<file path="src/rtl/sys_ctrl_tx_queue_if.sv">
// Byte-stream handshake bundle between RF/ALU producers, the tx queue and UART_TX.
// master = queue side (drives TX_P_DATA/TX_D_VLD), slave = producers plus UART side.
interface sys_ctrl_tx_queue_if #(
    parameter int DATA_WIDTH = 8,
    parameter int ALU_BYTES  = 2
);
    logic [DATA_WIDTH-1:0]           RdData;
    logic                            RdData_Valid;
    logic [ALU_BYTES*DATA_WIDTH-1:0] ALU_OUT;
    logic                            OUT_VALID;
    logic                            Busy;
    logic [DATA_WIDTH-1:0]           TX_P_DATA;
    logic                            TX_D_VLD;

    modport master (
        input  RdData, RdData_Valid, ALU_OUT, OUT_VALID, Busy,
        output TX_P_DATA, TX_D_VLD
    );

    modport slave (
        output RdData, RdData_Valid, ALU_OUT, OUT_VALID, Busy,
        input  TX_P_DATA, TX_D_VLD
    );
endinterface

</file>
<file path="src/rtl/sys_ctrl_tx_queue.sv">
// Tagged RD/ALU result queue serialised byte-by-byte onto the UART_TX Busy/TX_D_VLD handshake.
// Define SYS_CTRL_TX_TAG_EN to prefix each frame with a type tag byte (8'h52 RD, 8'h41 ALU).
module sys_ctrl_tx_queue #(
    parameter int DATA_WIDTH = 8,
    parameter int ALU_BYTES  = 2,
    parameter int FIFO_DEPTH = 4,
    parameter int CNT_WIDTH  = 8
) (
    input  logic                          clk,
    input  logic                          reset,
    sys_ctrl_tx_queue_if.master           bus,
    output logic [$clog2(FIFO_DEPTH):0]   q_level,
    output logic                          q_full,
    output logic [CNT_WIDTH-1:0]          drop_cnt
);

    localparam int PAYLOAD_W = ALU_BYTES * DATA_WIDTH;
    localparam int ENTRY_W   = PAYLOAD_W + 1;
    localparam int PTR_W     = $clog2(FIFO_DEPTH);
    localparam int LVL_W     = PTR_W + 1;
    localparam int IDX_W     = $clog2(ALU_BYTES + 2);
`ifdef SYS_CTRL_TX_TAG_EN
    localparam int TAG_BYTES = 1;
`else
    localparam int TAG_BYTES = 0;
`endif

    typedef enum logic [1:0] {IDLE, HOLD, DRAIN} state_t;

    logic [ENTRY_W-1:0] mem [FIFO_DEPTH];
    logic [PTR_W-1:0]   wr_ptr, rd_ptr;
    logic [LVL_W-1:0]   level, free_slots;
    state_t             state;
    logic [ENTRY_W-1:0] cur, head, rd_entry, alu_entry;
    logic [IDX_W-1:0]   byte_idx, last_idx;
    logic               pop, rd_acc, alu_acc;
    logic [1:0]         n_push, n_drop;
    logic [CNT_WIDTH:0] drop_sum;

    // Byte idx of a frame: optional tag at 0, then payload bytes LSB first.
    function automatic logic [DATA_WIDTH-1:0] frame_byte(input logic [ENTRY_W-1:0] e,
                                                         input logic [IDX_W-1:0]   idx);
        logic [DATA_WIDTH-1:0] b;
        b = '0;
`ifdef SYS_CTRL_TX_TAG_EN
        if (idx == '0) b = e[ENTRY_W-1] ? DATA_WIDTH'(8'h41) : DATA_WIDTH'(8'h52);
`endif
        for (int k = 0; k < ALU_BYTES; k++)
            if (idx == IDX_W'(k + TAG_BYTES)) b = e[k*DATA_WIDTH +: DATA_WIDTH];
        return b;
    endfunction

    assign head      = mem[rd_ptr];
    assign rd_entry  = {1'b0, PAYLOAD_W'(bus.RdData)};
    assign alu_entry = {1'b1, bus.ALU_OUT};
    assign last_idx  = cur[ENTRY_W-1] ? IDX_W'(ALU_BYTES - 1 + TAG_BYTES) : IDX_W'(TAG_BYTES);

    // A pop starts a frame from IDLE or chains the next frame straight out of DRAIN.
    assign pop = !bus.Busy && (level != '0) &&
                 ((state == IDLE) || ((state == DRAIN) && (byte_idx == last_idx)));

    // NOTE: every always_comb output gets a value on every path first, so no latch is inferred.
    always_comb begin
        free_slots = LVL_W'(FIFO_DEPTH) - level + LVL_W'(pop);
        rd_acc     = bus.RdData_Valid && (free_slots != '0);
        alu_acc    = bus.OUT_VALID && (free_slots > LVL_W'(bus.RdData_Valid));
        n_push     = 2'(rd_acc) + 2'(alu_acc);
        n_drop     = 2'(bus.RdData_Valid && !rd_acc) + 2'(bus.OUT_VALID && !alu_acc);
        drop_sum   = {1'b0, drop_cnt} + (CNT_WIDTH + 1)'(n_drop);
    end

    // NOTE: the queue is a handful of flops, so it is cleared on reset to leave no stale state.
    always_ff @(posedge clk or negedge reset) begin
        if (!reset) begin
            for (int i = 0; i < FIFO_DEPTH; i++) mem[i] <= '0;
            wr_ptr   <= '0;
            rd_ptr   <= '0;
            level    <= '0;
            drop_cnt <= '0;
        end else begin
            // NOTE: non-blocking assignments make every register update from pre-edge values.
            if (rd_acc)  mem[wr_ptr] <= rd_entry;
            if (alu_acc) mem[rd_acc ? wr_ptr + PTR_W'(1) : wr_ptr] <= alu_entry;
            wr_ptr <= wr_ptr + PTR_W'(n_push);
            if (pop) rd_ptr <= rd_ptr + PTR_W'(1);
            level  <= level + LVL_W'(n_push) - LVL_W'(pop);
            if (n_drop != 2'd0)
                drop_cnt <= drop_sum[CNT_WIDTH] ? '1 : drop_sum[CNT_WIDTH-1:0];
        end
    end

    always_ff @(posedge clk or negedge reset) begin
        if (!reset) begin
            state         <= IDLE;
            cur           <= '0;
            byte_idx      <= '0;
            bus.TX_P_DATA <= '0;
            bus.TX_D_VLD  <= 1'b0;
        end else begin
            case (state)
                IDLE: begin
                    if (pop) begin
                        cur           <= head;
                        byte_idx      <= '0;
                        bus.TX_P_DATA <= frame_byte(head, '0);
                        bus.TX_D_VLD  <= 1'b1;
                        state         <= HOLD;
                    end else begin
                        bus.TX_D_VLD  <= 1'b0;
                    end
                end
                HOLD: begin
                    if (bus.Busy) begin
                        bus.TX_D_VLD <= 1'b0;
                        state        <= DRAIN;
                    end
                end
                DRAIN: begin
                    if (!bus.Busy) begin
                        if (byte_idx != last_idx) begin
                            byte_idx      <= byte_idx + IDX_W'(1);
                            bus.TX_P_DATA <= frame_byte(cur, byte_idx + IDX_W'(1));
                            bus.TX_D_VLD  <= 1'b1;
                            state         <= HOLD;
                        end else if (pop) begin
                            cur           <= head;
                            byte_idx      <= '0;
                            bus.TX_P_DATA <= frame_byte(head, '0);
                            bus.TX_D_VLD  <= 1'b1;
                            state         <= HOLD;
                        end else begin
                            byte_idx      <= '0;
                            state         <= IDLE;
                        end
                    end
                end
                default: state <= IDLE;
            endcase
        end
    end

    assign q_level = level;
    assign q_full  = (level == LVL_W'(FIFO_DEPTH));

endmodule

</file>
<file path="src/flat_wrapper.sv">
// flat-port wrapper written by rule: the top's interface ports become plain ports
module sys_ctrl_tx_queue_flat 
#(
    parameter int DATA_WIDTH = 8,
    parameter int ALU_BYTES  = 2,
    parameter int FIFO_DEPTH = 4,
    parameter int CNT_WIDTH  = 8
)
  (clk, reset, q_level, q_full, drop_cnt, bus_RdData, bus_RdData_Valid, bus_ALU_OUT, bus_OUT_VALID, bus_Busy, bus_TX_P_DATA, bus_TX_D_VLD);
  sys_ctrl_tx_queue_if #(.DATA_WIDTH(DATA_WIDTH), .ALU_BYTES(ALU_BYTES)) bus_i ();
  input  logic clk;
  input  logic reset;
  output logic [$clog2(FIFO_DEPTH):0] q_level;
  output logic q_full;
  output logic [CNT_WIDTH-1:0] drop_cnt;
  input wire logic [$bits(bus_i.RdData)-1:0] bus_RdData;
  input wire logic [$bits(bus_i.RdData_Valid)-1:0] bus_RdData_Valid;
  input wire logic [$bits(bus_i.ALU_OUT)-1:0] bus_ALU_OUT;
  input wire logic [$bits(bus_i.OUT_VALID)-1:0] bus_OUT_VALID;
  input wire logic [$bits(bus_i.Busy)-1:0] bus_Busy;
  output wire logic [$bits(bus_i.TX_P_DATA)-1:0] bus_TX_P_DATA;
  output wire logic [$bits(bus_i.TX_D_VLD)-1:0] bus_TX_D_VLD;
  assign bus_i.RdData = bus_RdData;
  assign bus_i.RdData_Valid = bus_RdData_Valid;
  assign bus_i.ALU_OUT = bus_ALU_OUT;
  assign bus_i.OUT_VALID = bus_OUT_VALID;
  assign bus_i.Busy = bus_Busy;
  assign bus_TX_P_DATA = bus_i.TX_P_DATA;
  assign bus_TX_D_VLD = bus_i.TX_D_VLD;
  sys_ctrl_tx_queue #(.DATA_WIDTH(DATA_WIDTH), .ALU_BYTES(ALU_BYTES), .FIFO_DEPTH(FIFO_DEPTH), .CNT_WIDTH(CNT_WIDTH)) u_core (.clk(clk), .reset(reset), .bus(bus_i), .q_level(q_level), .q_full(q_full), .drop_cnt(drop_cnt));
endmodule
</file>
<file path="config.mk">
export PLATFORM = sky130hd
export DESIGN_NAME = sys_ctrl_tx_queue_flat
export DESIGN_NICKNAME = d
export VERILOG_FILES = /design/src/rtl/sys_ctrl_tx_queue_if.sv /design/src/rtl/sys_ctrl_tx_queue.sv /design/src/flat_wrapper.sv
export SDC_FILE = /design/constraint.sdc
export NUM_CORES = 1
export LEC_CHECK = 0
export ABC_AREA = 1
export CAP_MARGIN = 20
export CORE_MARGIN = 2
export CORE_UTILIZATION = 55
export CTS_BUF_LIST = sky130_fd_sc_hd__clkbuf_4 sky130_fd_sc_hd__clkbuf_8
export CTS_CLUSTER_DIAMETER = 100
export DETAILED_ROUTE_END_ITERATION = 16
export PLACE_DENSITY = 0.79
export SLEW_MARGIN = 20
export SYNTH_ARGS = -nofsm -noshare
export SYNTH_HDL_FRONTEND = slang
export SYNTH_SLANG_ARGS = --single-unit
</file>
<file path="constraint.sdc">
create_clock -name clk -period 4 [get_ports clk]
set_input_delay 1.2 -clock clk [delete_from_list [all_inputs] [get_ports clk]]
set_output_delay 1.2 -clock clk [all_outputs]
set_load 0.05 [all_outputs]
</file>
Word-level counts from Yosys, hierarchy flattened --
Cells that the tools add are included.
Operators by class: multiplexer cells 40, eq/ne operators 11, bitwise operators 3, $add $sub $neg 11, reductions and logical operators 25, $lt $le $gt $ge 6
Operator list (count):
- 68-bit bitwise mux | 2
- 68-bit two-way mux | 2
- 17-bit two-way mux | 7
- 17-bit demux with 2-bit select | 2
- 8-bit two-way mux | 6
- 17-bit binary-select mux with 2-bit select | 1
- 17-bit one-hot mux with 2 select lines | 1
- 2-bit two-way mux | 8
- 8-bit one-hot mux with 2 select lines | 1
- 8-bit by 2-bit adder with 9-bit output | 1
- 3-bit >= comparator, second input constant | 3
- 1-bit logical AND | 9
- 2-bit inverter with 3-bit output | 3
- 3-bit AND reduction | 3
- 3-bit nonzero test | 3
- 1-bit two-way mux | 7
- 2-bit by 1-bit adder with 2-bit output, second input constant | 3
- 3-bit by 1-bit less-than comparator with 1-bit output, second input constant | 2
- 2-bit != test, second input constant | 3
- 2-bit one-hot mux with 3 select lines | 1
- 1-bit by 1-bit adder with 2-bit output | 2
- 2-bit by 1-bit equality test with 1-bit output, second input constant | 2
- 2-bit logical NOT | 2
- 2-bit one-hot mux with 2 select lines | 1
- other kinds (18) | 21
Storage, ports and cells: word-level logic and storage cells 109, register bits after elaboration 113, output and inout bits 21, input bits 29

Logic depth before layout (Yosys ltp) --
Gate-level depths: netlist (run 1).
depth in word-level cells 16, mapped depth 23, gate-level depth less buffers 22

Least setup slack after synthesis (run 1) --
No wires, ideal clock.
path kind input -> register, from in bus_Busy, to reg u_core.level[2], in the netlist u_core.q_level[2], library setup time 0.079 ns, path slack -0.290 ns, data required time 3.921 ns, stages on the path 19, buffers on the path 1, arrival time 4.210 ns, path through inv_1 -> nand2_1 -> nor2_4 -> nand2_1 -> inv_1 -> ha_1 -> ha_1 -> or2_1 -> nand3b_1 -> nand2_1 -> inv_2 -> buf_2 -> ha_1 -> inv_1 -> ha_1 -> inv_1 -> fa_1 -> xnor2_1 -> xor2_1
Between the ends: longest elaborated chain between the ends 9, elaborated cells between the ends (all ways) 11, those cells by class add/sub (4); order compare (1); reduce/logical (6)
Ends and longest elaborated chain:
- from (decl) | line flat_wrapper.sv:20 | input wire logic [$bits(bus_i.Busy)-1:0] bus_Busy;
- 1-bit logical NOT * | line sys_ctrl_tx_queue.sv:59 | assign pop = !bus.Busy && (level != '0) &&
- 1-bit logical AND * (2 in a row) | line sys_ctrl_tx_queue.sv:59
- net u_core.pop | line sys_ctrl_tx_queue.sv:36 | logic pop, rd_acc, alu_acc;
- 3-bit by 1-bit adder with 3-bit output | line sys_ctrl_tx_queue.sv:64 | free_slots = LVL_W'(FIFO_DEPTH) - level + LVL_W'(pop);
- 3-bit by 1-bit greater-than comparator with 1-bit output or 3-bit nonzero test (tied branches) | line sys_ctrl_tx_queue.sv:66, sys_ctrl_tx_queue.sv:65
- 1-bit logical AND (on tied branches) | line sys_ctrl_tx_queue.sv:66, sys_ctrl_tx_queue.sv:65
- 1-bit by 1-bit adder with 2-bit output | line sys_ctrl_tx_queue.sv:67 | n_push = 2'(rd_acc) + 2'(alu_acc);
- 3-bit by 2-bit adder with 3-bit output | line sys_ctrl_tx_queue.sv:86 | level <= level + LVL_W'(n_push) - LVL_W'(pop);
- 3-bit by 1-bit subtractor with 3-bit output * | line sys_ctrl_tx_queue.sv:86
- to (signal assigned) | line sys_ctrl_tx_queue.sv:86
- to (decl) | line sys_ctrl_tx_queue.sv:32 | logic [LVL_W-1:0] level, free_slots;
The timed path passes the listed nets; every way through them passes the cells marked *. A chain may end at the register's enable or synchronous reset.

Final worst setup path (run 1) --
from in bus_Busy, to reg u_core.drop_cnt[0]
Between the ends: longest elaborated chain between the ends 11, elaborated cells between the ends (all ways) 16, those cells by class add/sub (3); order compare (1); mux (1); reduce/logical (11)
Ends and longest elaborated chain:
- 1-bit logical NOT * | line sys_ctrl_tx_queue.sv:59
- 1-bit logical AND * (2 in a row) | line sys_ctrl_tx_queue.sv:59
- net u_core.pop | line sys_ctrl_tx_queue.sv:36
- 3-bit by 1-bit adder with 3-bit output * | line sys_ctrl_tx_queue.sv:64
- 3-bit by 1-bit greater-than comparator with 1-bit output or 3-bit nonzero test (tied branches) | line sys_ctrl_tx_queue.sv:66, sys_ctrl_tx_queue.sv:65
- 1-bit logical AND (on tied branches) | line sys_ctrl_tx_queue.sv:66, sys_ctrl_tx_queue.sv:65
- 1-bit logical NOT | line sys_ctrl_tx_queue.sv:68 | n_drop = 2'(bus.RdData_Valid && !rd_acc) + 2'(bus.OUT_VALID && !alu_acc);
- 1-bit logical AND | line sys_ctrl_tx_queue.sv:68
- 1-bit by 1-bit adder with 2-bit output * | line sys_ctrl_tx_queue.sv:68
- 8-bit by 2-bit adder with 9-bit output | line sys_ctrl_tx_queue.sv:69 | drop_sum = {1'b0, drop_cnt} + (CNT_WIDTH + 1)'(n_drop);
- 8-bit two-way mux | line sys_ctrl_tx_queue.sv:88 | drop_cnt <= drop_sum[CNT_WIDTH] ? '1 : drop_sum[CNT_WIDTH-1:0];
- to (signal assigned) | line sys_ctrl_tx_queue.sv:88
- to (decl) | line sys_ctrl_tx_queue.sv:14 | output logic [CNT_WIDTH-1:0] drop_cnt
Marked as above.

==> impl_metrics.yaml, run 1 <==
run_status:
  status: "complete, no violations"
min_path:
  min-delay-path-class: "flop to flop"
  hold_start: "u_core.bus.TX_P_DATA[1]"
  hold_path_depth: 2
  whs_endpoint: "u_core.bus.TX_P_DATA[1]"
placement:
  io_buffers: 49
  dp_cells: 1054
  gp_congestion: 0.846
  placed_area_um2: 7350
  pre_cts_ws_ps: -546
  hpwl_um: 11100
die:
  pin_count: 50
  dieArea_um2: 12900
  rows: 40
  die_width_um: 114
  initial_utilization_pct: 55.7
  die_h_um: 114
  core-area_um2: 11900
synth:
  synth_top_family_by_area: "simple AND/OR/NAND/NOR gates"
  synth_area_leader_cell: "dfrtp_1"
  synth_mux_area_share_pct: 0
  synth-simple-area-share_pct: 30.6
  yosysMostFrequentCell: "nand2_1"
  synth_top_area_share_pct: 42.7
  synth_xor_area_share_pct: 1.06
  ys.flop_type: "dfrtp_1"
  ys_seq_elements: 113
  ys_top_cells_by_area: "dfrtp_1 (43%), nand2_1 (16%), nand4_1 (6.8%)"
  synth_nets: 926
  synth_compound_gate_area_share_pct: 10.8
  syn_area_um2: 6630
  synth_fa_ha_area_share_pct: 4.76
  avgSynthCellArea_um2: 7.59
  ys_warn_count: 0
  synth_cell_types: 38
  yosysSeqAreaShare_pct: 42.7
  postSynthCellCount: 873
  synthArstFlopShare_pct: 100
  synthTopCellsByCount: "nand2_1 (282), dfrtp_1 (113), inv_1 (99)"
  synth_edf_count: 0
routing:
  postRouteAntennaNets: 0
  dr.pass1.iters: 6
  vias_per_cell: 5.52
  num_vias: 5984
  drt_wl_total_um: 16900
  drtIter0Drc: 452
  routedWlPerCell_um: 15.6
  drcViolationCount: 0
setup_path:
  r2r_cells: 19
  critPathRequiredTime_ps: 4320
  crit_path_start_kind: "input pin"
  path_max_fanout: 6
  worstReg2RegStart: "u_core.state[0]"
  r2r_slack_ps: 350
  worstSetupPathType: "input pin to flop"
  worst_setup_path_end_kind: "flop"
  crit_arrival_ps: 4120
  r2r_end: "u_core.drop_cnt[0]"
final_layout:
  nNetsFinal: 979
  finish.instance_area_um2: 7770
  syn_to_final_growth_pct: 17.2
  fill_cells: 1078
  drive_gt1_share_pct: 10.6
  diodes: 0
  stdcell_count: 1085
timing:
  relSlewSlack_pct: 35.9
  post-route-period-util_pct: 94.9
  fin_skew_ps: 9.28
  slew_viol_final: 0
  finalSetupViolations: 0
  layout_min_cycle_time_ps: 3790
  grt_setup_unrepaired: "no"
  hold_viol: 0
  fin_hold_ws_ps: 478
  fin_ws_ps: 206
  fmax_ghz: 0.264
  tightest_slew_ps: 961
job:
  drv_cap: 0
clocking:
  clkLatencyLatePin_ps: 450
  numCtsBuffers: 17
  ctsHoldBuffers: 0
  ctsResizeCount: 1
  cts_root_buf: "clkbuf_8"
  cts_tree: "built"
  clock_sinks: 113
  cts_setup_buffers: 0
  cts_htree_levels: 4
  cts.clk_slew.worst_paths_ps: 70
  clockBufferDepth: 2
global_route:
  grt_pass1_wl_um: 27900
  grt_overflow: 0
  grt_max_degree: 58
  grt_usage_pct: 27.8
  antenna_found_initial: 0
  grt_pass1_vias: 5515
power_and_ir_drop:
  ir_worst_vdd_mv: 0.424
  cellPowerDensity_nw_per_um2: 889
  p_leak_nw: 3.94
-- logic make-up after synthesis --
group / after synthesis
AND/OR/NAND/NOR: 443
buffers and inverters: 149
flip-flops: 113
XOR/XNOR: 8
AO/OA/AOI/OAI: 136
adder cells (fa/ha/maj): 24
-- metal layers --
metal / global-route usage (%) / part of all wire (%) / routed length (um)
met5: 0 / 0 / 0
met4: 11.2 / 2.4 / 401
met3: 5.58 / 7.3 / 1240
met2: 44.7 / 48 / 8070
met1: 37.2 / 43 / 7190
-- report_power, final --
group          switching, mW  internal [mW]
sequential             0.262           1.63
clock                  0.456          0.641
combinational           2.59           1.32
total                   3.30           3.60
-- worst max-delay path by stage --
stage | slack [ps] | end | depth (start not counted) | startpoint
4_1_cts | 190 | u_core.drop_cnt[3] | 19 | bus_Busy
6_report | 210 | u_core.drop_cnt[0] | 19 | bus_Busy
2_1_floorplan | 5 | u_core.q_level[2] | 19 | bus_Busy
3_3_place_gp | -530 | u_core.drop_cnt[0] | 19 | bus_Busy
3_5_place_dp | -550 | u_core.drop_cnt[3] | 19 | bus_Busy
5_1_grt | 40 | u_core.drop_cnt[3] | 19 | bus_Busy
-- flip-flops by register name (all words and copies together) (netlist names) --
signal                count
u_core.mem               68
u_core.cur               17
u_core.bus.TX_P_DATA      8
u_core.drop_cnt           8
u_core.q_level            3
u_core.byte_idx           2
u_core.rd_ptr             2
u_core.state              2
u_core.wr_ptr             2
u_core.bus.TX_D_VLD       1
-- cell type report --
class	instances	area [um^2]	area share, %
Multi-Input combinational cell	611	3190	41.1
Sequential cell	113	2830	36.4
Timing Repair Buffer	80	757	9.75
Inverter	103	394	5.07
Clock buffer	28	367	4.72
Tap cell	147	184	2.37
Clock inverter	3	42.5	0.548
-- worst max-delay path, stage by stage --
cell	delay, ps
dlygate4sd2_1	270
inv_4	70
nand2_4	50
nor2_4	110
nand2_2	60
inv_1	50
ha_1	250
ha_1	290
or2_1	250
nand3_2	90
inv_1	40
ha_1	290
ha_1	210
fa_2	350
nand2_1	70
nor2_1	50
nand4_1	90
nand3b_1	240
o21ai_1	100
-- cell usage in the layout (no fill, tap or decap), types with 3 or more instances in the layout --
cell type and count:
nand2_1 280, dfrtp_1 113, inv_1 96, o21ai_0 75, nand4_1 72, nor2_1 47
clkdlybuf4s50_1 47, a21oi_1 34, buf_4 29, clkbuf_8 25, ha_1 19, nand3_1 17
o21ai_1 10, nand2_2 7, nand2_4 6, xor2_1 6, o22ai_1 6, nand3_4 4
o21a_1 4, inv_2 3, inv_4 3, nor2_4 3, ha_4 3, clkbuf_4 3
buf_12 3
-- stage by stage --
| stage | utilization (%) | TNS, ps | power [mW] |
|---|---|---|---|
| 6_report | 65.2 | 0 | 6.90 |
| 5_1_grt | 65.2 | 0 | 7.46 |
| 4_1_cts | 65.2 | 0 | 6.87 |
| 3_5_place_dp | 61.7 | -15580 | 5.77 |
| 3_3_place_gp | 61.7 | -13930 | 5.64 |
| 2_1_floorplan | - | 0 | 4.74 |
Power figures use the tool's default switching activity.
==> inputs of run 2 (changes only) <==
--- a/config.mk
+++ b/config.mk
@@ -13,7 +13,6 @@
 export CTS_CLUSTER_DIAMETER = 100
 export DETAILED_ROUTE_END_ITERATION = 16
 export PLACE_DENSITY = 0.79
-export SLEW_MARGIN = 20
 export SYNTH_ARGS = -nofsm -noshare
 export SYNTH_HDL_FRONTEND = slang
 export SYNTH_SLANG_ARGS = --single-unit
==> results of run 2 <==
The final DEF is identical to that of run 1; final timing and power are the same.
==> inputs of run 3 (changes only) <==
--- a/config.mk
+++ b/config.mk
@@ -8,11 +8,11 @@
 export ABC_AREA = 1
 export CAP_MARGIN = 20
 export CORE_MARGIN = 2
-export CORE_UTILIZATION = 55
+export CORE_UTILIZATION = 61
 export CTS_BUF_LIST = sky130_fd_sc_hd__clkbuf_4 sky130_fd_sc_hd__clkbuf_8
 export CTS_CLUSTER_DIAMETER = 100
 export DETAILED_ROUTE_END_ITERATION = 16
-export PLACE_DENSITY = 0.79
+export PLACE_DENSITY = 0.83
 export SYNTH_ARGS = -nofsm -noshare
 export SYNTH_HDL_FRONTEND = slang
 export SYNTH_SLANG_ARGS = --single-unit
==> constraint.sdc (replaced) <==
create_clock -name clk -period 4.15 [get_ports clk]
set_input_delay 1.245 -clock clk [delete_from_list [all_inputs] [get_ports clk]]
set_output_delay 1.245 -clock clk [all_outputs]
set_load 0.05 [all_outputs]
==> run 3 against run 2 <==
  * Die area decreased by 9.5%
  * Critical path depth stayed put
  * Routed wire length is 3.0% higher
  * Total power fell by 5.3%
  * Sequential share of layout area up 0.36 points
  * Via count up 3.3%
  * Setup slack gained 130 ps
  * Combinational power decreased by 5%
  * Utilization grew 6.7 points
  * Critical path type is now flop to flop
  * Largest power group unchanged
==> impl_metrics.yaml, run 3 (same netlist as run 1, synthesis figures left out) <==
global_route:
  grt_max_degree: 69
  grt_overflow: 0
  grt_usage_pct: 31.5
  grt_pass1_vias: 6013
  antenna_found_initial: 0
  grt_pass1_wl_um: 28400
setup_path:
  critPathRequiredTime_ps: 4460
  worst_setup_path_end_kind: "flop"
  path_max_fanout: 7
  crit_path_start_kind: "flop"
  r2r_slack_ps: 340
  crit_start: "u_core.state[0]"
  worstSetupPathType: "flop to flop"
  crit_arrival_ps: 4120
  worstReg2RegStart: "u_core.state[0]"
  critPathCapture: "u_core.drop_cnt[1]"
  r2r_cells: 19
  r2r_end: "u_core.drop_cnt[1]"
routing:
  num_vias: 6179
  vias_per_cell: 5.70
  postRouteAntennaNets: 0
  drcViolationCount: 0
  drt_wl_total_um: 17400
  dr.pass1.iters: 6
  drtIter0Drc: 602
  routedWlPerCell_um: 16.1
timing:
  fin_skew_ps: 7.49
  fmax_ghz: 0.262
  post-route-period-util_pct: 91.8
  hold_viol: 0
  grt_setup_unrepaired: "no"
  slew_viol_final: 0
  relSlewSlack_pct: 32.9
  layout_min_cycle_time_ps: 3810
  finalSetupViolations: 0
  tightest_slew_ps: 1000
  fin_hold_ws_ps: 481
  fin_ws_ps: 338
placement:
  pre_cts_ws_ps: -487
  gp_congestion: 0.923
  hpwl_um: 11500
  io_buffers: 49
clocking:
  cts.clk_slew.worst_paths_ps: 60
  clockBufferDepth: 2
  cts_root_buf: "clkbuf_8"
  clock_sinks: 113
  cts_htree_levels: 4
  cts_tree: "built"
  clkLatencyLatePin_ps: 440
  numCtsBuffers: 17
die:
  dieArea_um2: 11700
  die_width_um: 108
  initial_utilization_pct: 62.0
  core-area_um2: 10700
  pin_count: 50
  die_h_um: 108
  rows: 38
final_layout:
  drive_gt1_share_pct: 10.4
  diodes: 0
  largest_reg_flops: 68
  layout_commonest_cell: "nand2_1"
  syn_to_final_growth_pct: 16.0
  reg.largest.list: "u_core.mem x68, u_core.cur x17"
  final_cell_mix: "nand2_1 (280), dfrtp_1 (113), inv_1 (99), o21ai_0 (76), nand4_1 (72)"
  top_register: "u_core.mem"
  nNetsFinal: 984
run_status:
  status: "complete, no violations"
job:
  drv_cap: 0
power_and_ir_drop:
  cellPowerDensity_nw_per_um2: 850
  p_leak_nw: 3.94
  finalPower_mw: 6.54
  ir_worst_vdd_mv: 0.443
min_path:
  hold_path_depth: 2
  min-delay-path-class: "flop to flop"
-- run 3: changes by cell type in the layout (fill, tap and decap cells not counted), sizes merged --
cell          before  now
dlygate4sd2        1    0
buf               32   37
bufinv             1    0
clkbuf            28   26
clkinv             2    7
clkinvlp           1    0
dlymetal6s2s       0    1
-- run 3: report_power, final --
group	internal (mW)	leakage, nW	switching (mW)
registers	1.58	1.42	0.297
logic	1.25	2.32	2.48
clock network	0.503	0.197	0.428
-- run 3: worst min-delay path by stage --
stage,start,to
2_1_floorplan,u_core.mem[67],u_core.mem[67]
3_3_place_gp,u_core.bus.TX_P_DATA[7],u_core.bus.TX_P_DATA[7]
3_5_place_dp,u_core.bus.TX_D_VLD,u_core.bus.TX_D_VLD
5_1_grt,u_core.bus.TX_D_VLD,u_core.bus.TX_D_VLD
6_report,u_core.bus.TX_D_VLD,u_core.bus.TX_D_VLD
4_1_cts,u_core.bus.TX_P_DATA[1],u_core.bus.TX_P_DATA[1]
-- run 3: final cells by class --
type	instances	area (um^2)
clock inverter	6	30.0
fill	857	3010
timing repair buffer	85	798
tap	140	175
sequential	113	2830
inverter	103	389
clock buffer	26	327
multi-input combinational	611	3140
-- run 3: metrics by stage --
step           std cells  utilization, %  instance area [um^2]  TNS (ps)
2_1_floorplan        873               -                  6650         0
3_3_place_gp        1052            68.5                  7320     -2740
3_5_place_dp        1052            68.5                  7320     -5120
4_1_cts             1084            71.8                  7680         0
5_1_grt             1084            71.9                  7690         0
6_report            1084            71.9                  7690         0
-- run 3: what timing repair did --
| action | in CTS | in global routing |
|---|---|---|
| setup endpoints to repair | 3 | 7 |
| buffers inserted | 0 | 0 |
| gates resized for setup | 3 | 2 |
| hold buffers | 0 | 0 |
| pin swaps | 0 | 2 |
-- run 3: per-layer routing --
layer	part of all wire, %	global-route usage (%)
met5	0	0
met3	9.3	7.96
met1	40	40.7
met2	47	48.7
met4	3.5	16.9
-- run 3: critical path, stage by stage, from the launching register on --
cell      delay, ps
dfrtp_1         400
inv_1            80
ha_1            290
nor2_1          330
nor2_4           60
nand2_2         100
inv_1            50
ha_1            280
ha_1            270
or2_1           260
nand3_2          90
inv_1            40
ha_1            290
ha_1            210
fa_2            340
nand2_1          70
nor2_1           50
nand4_1         110
nand3b_1        250
o21ai_1         110
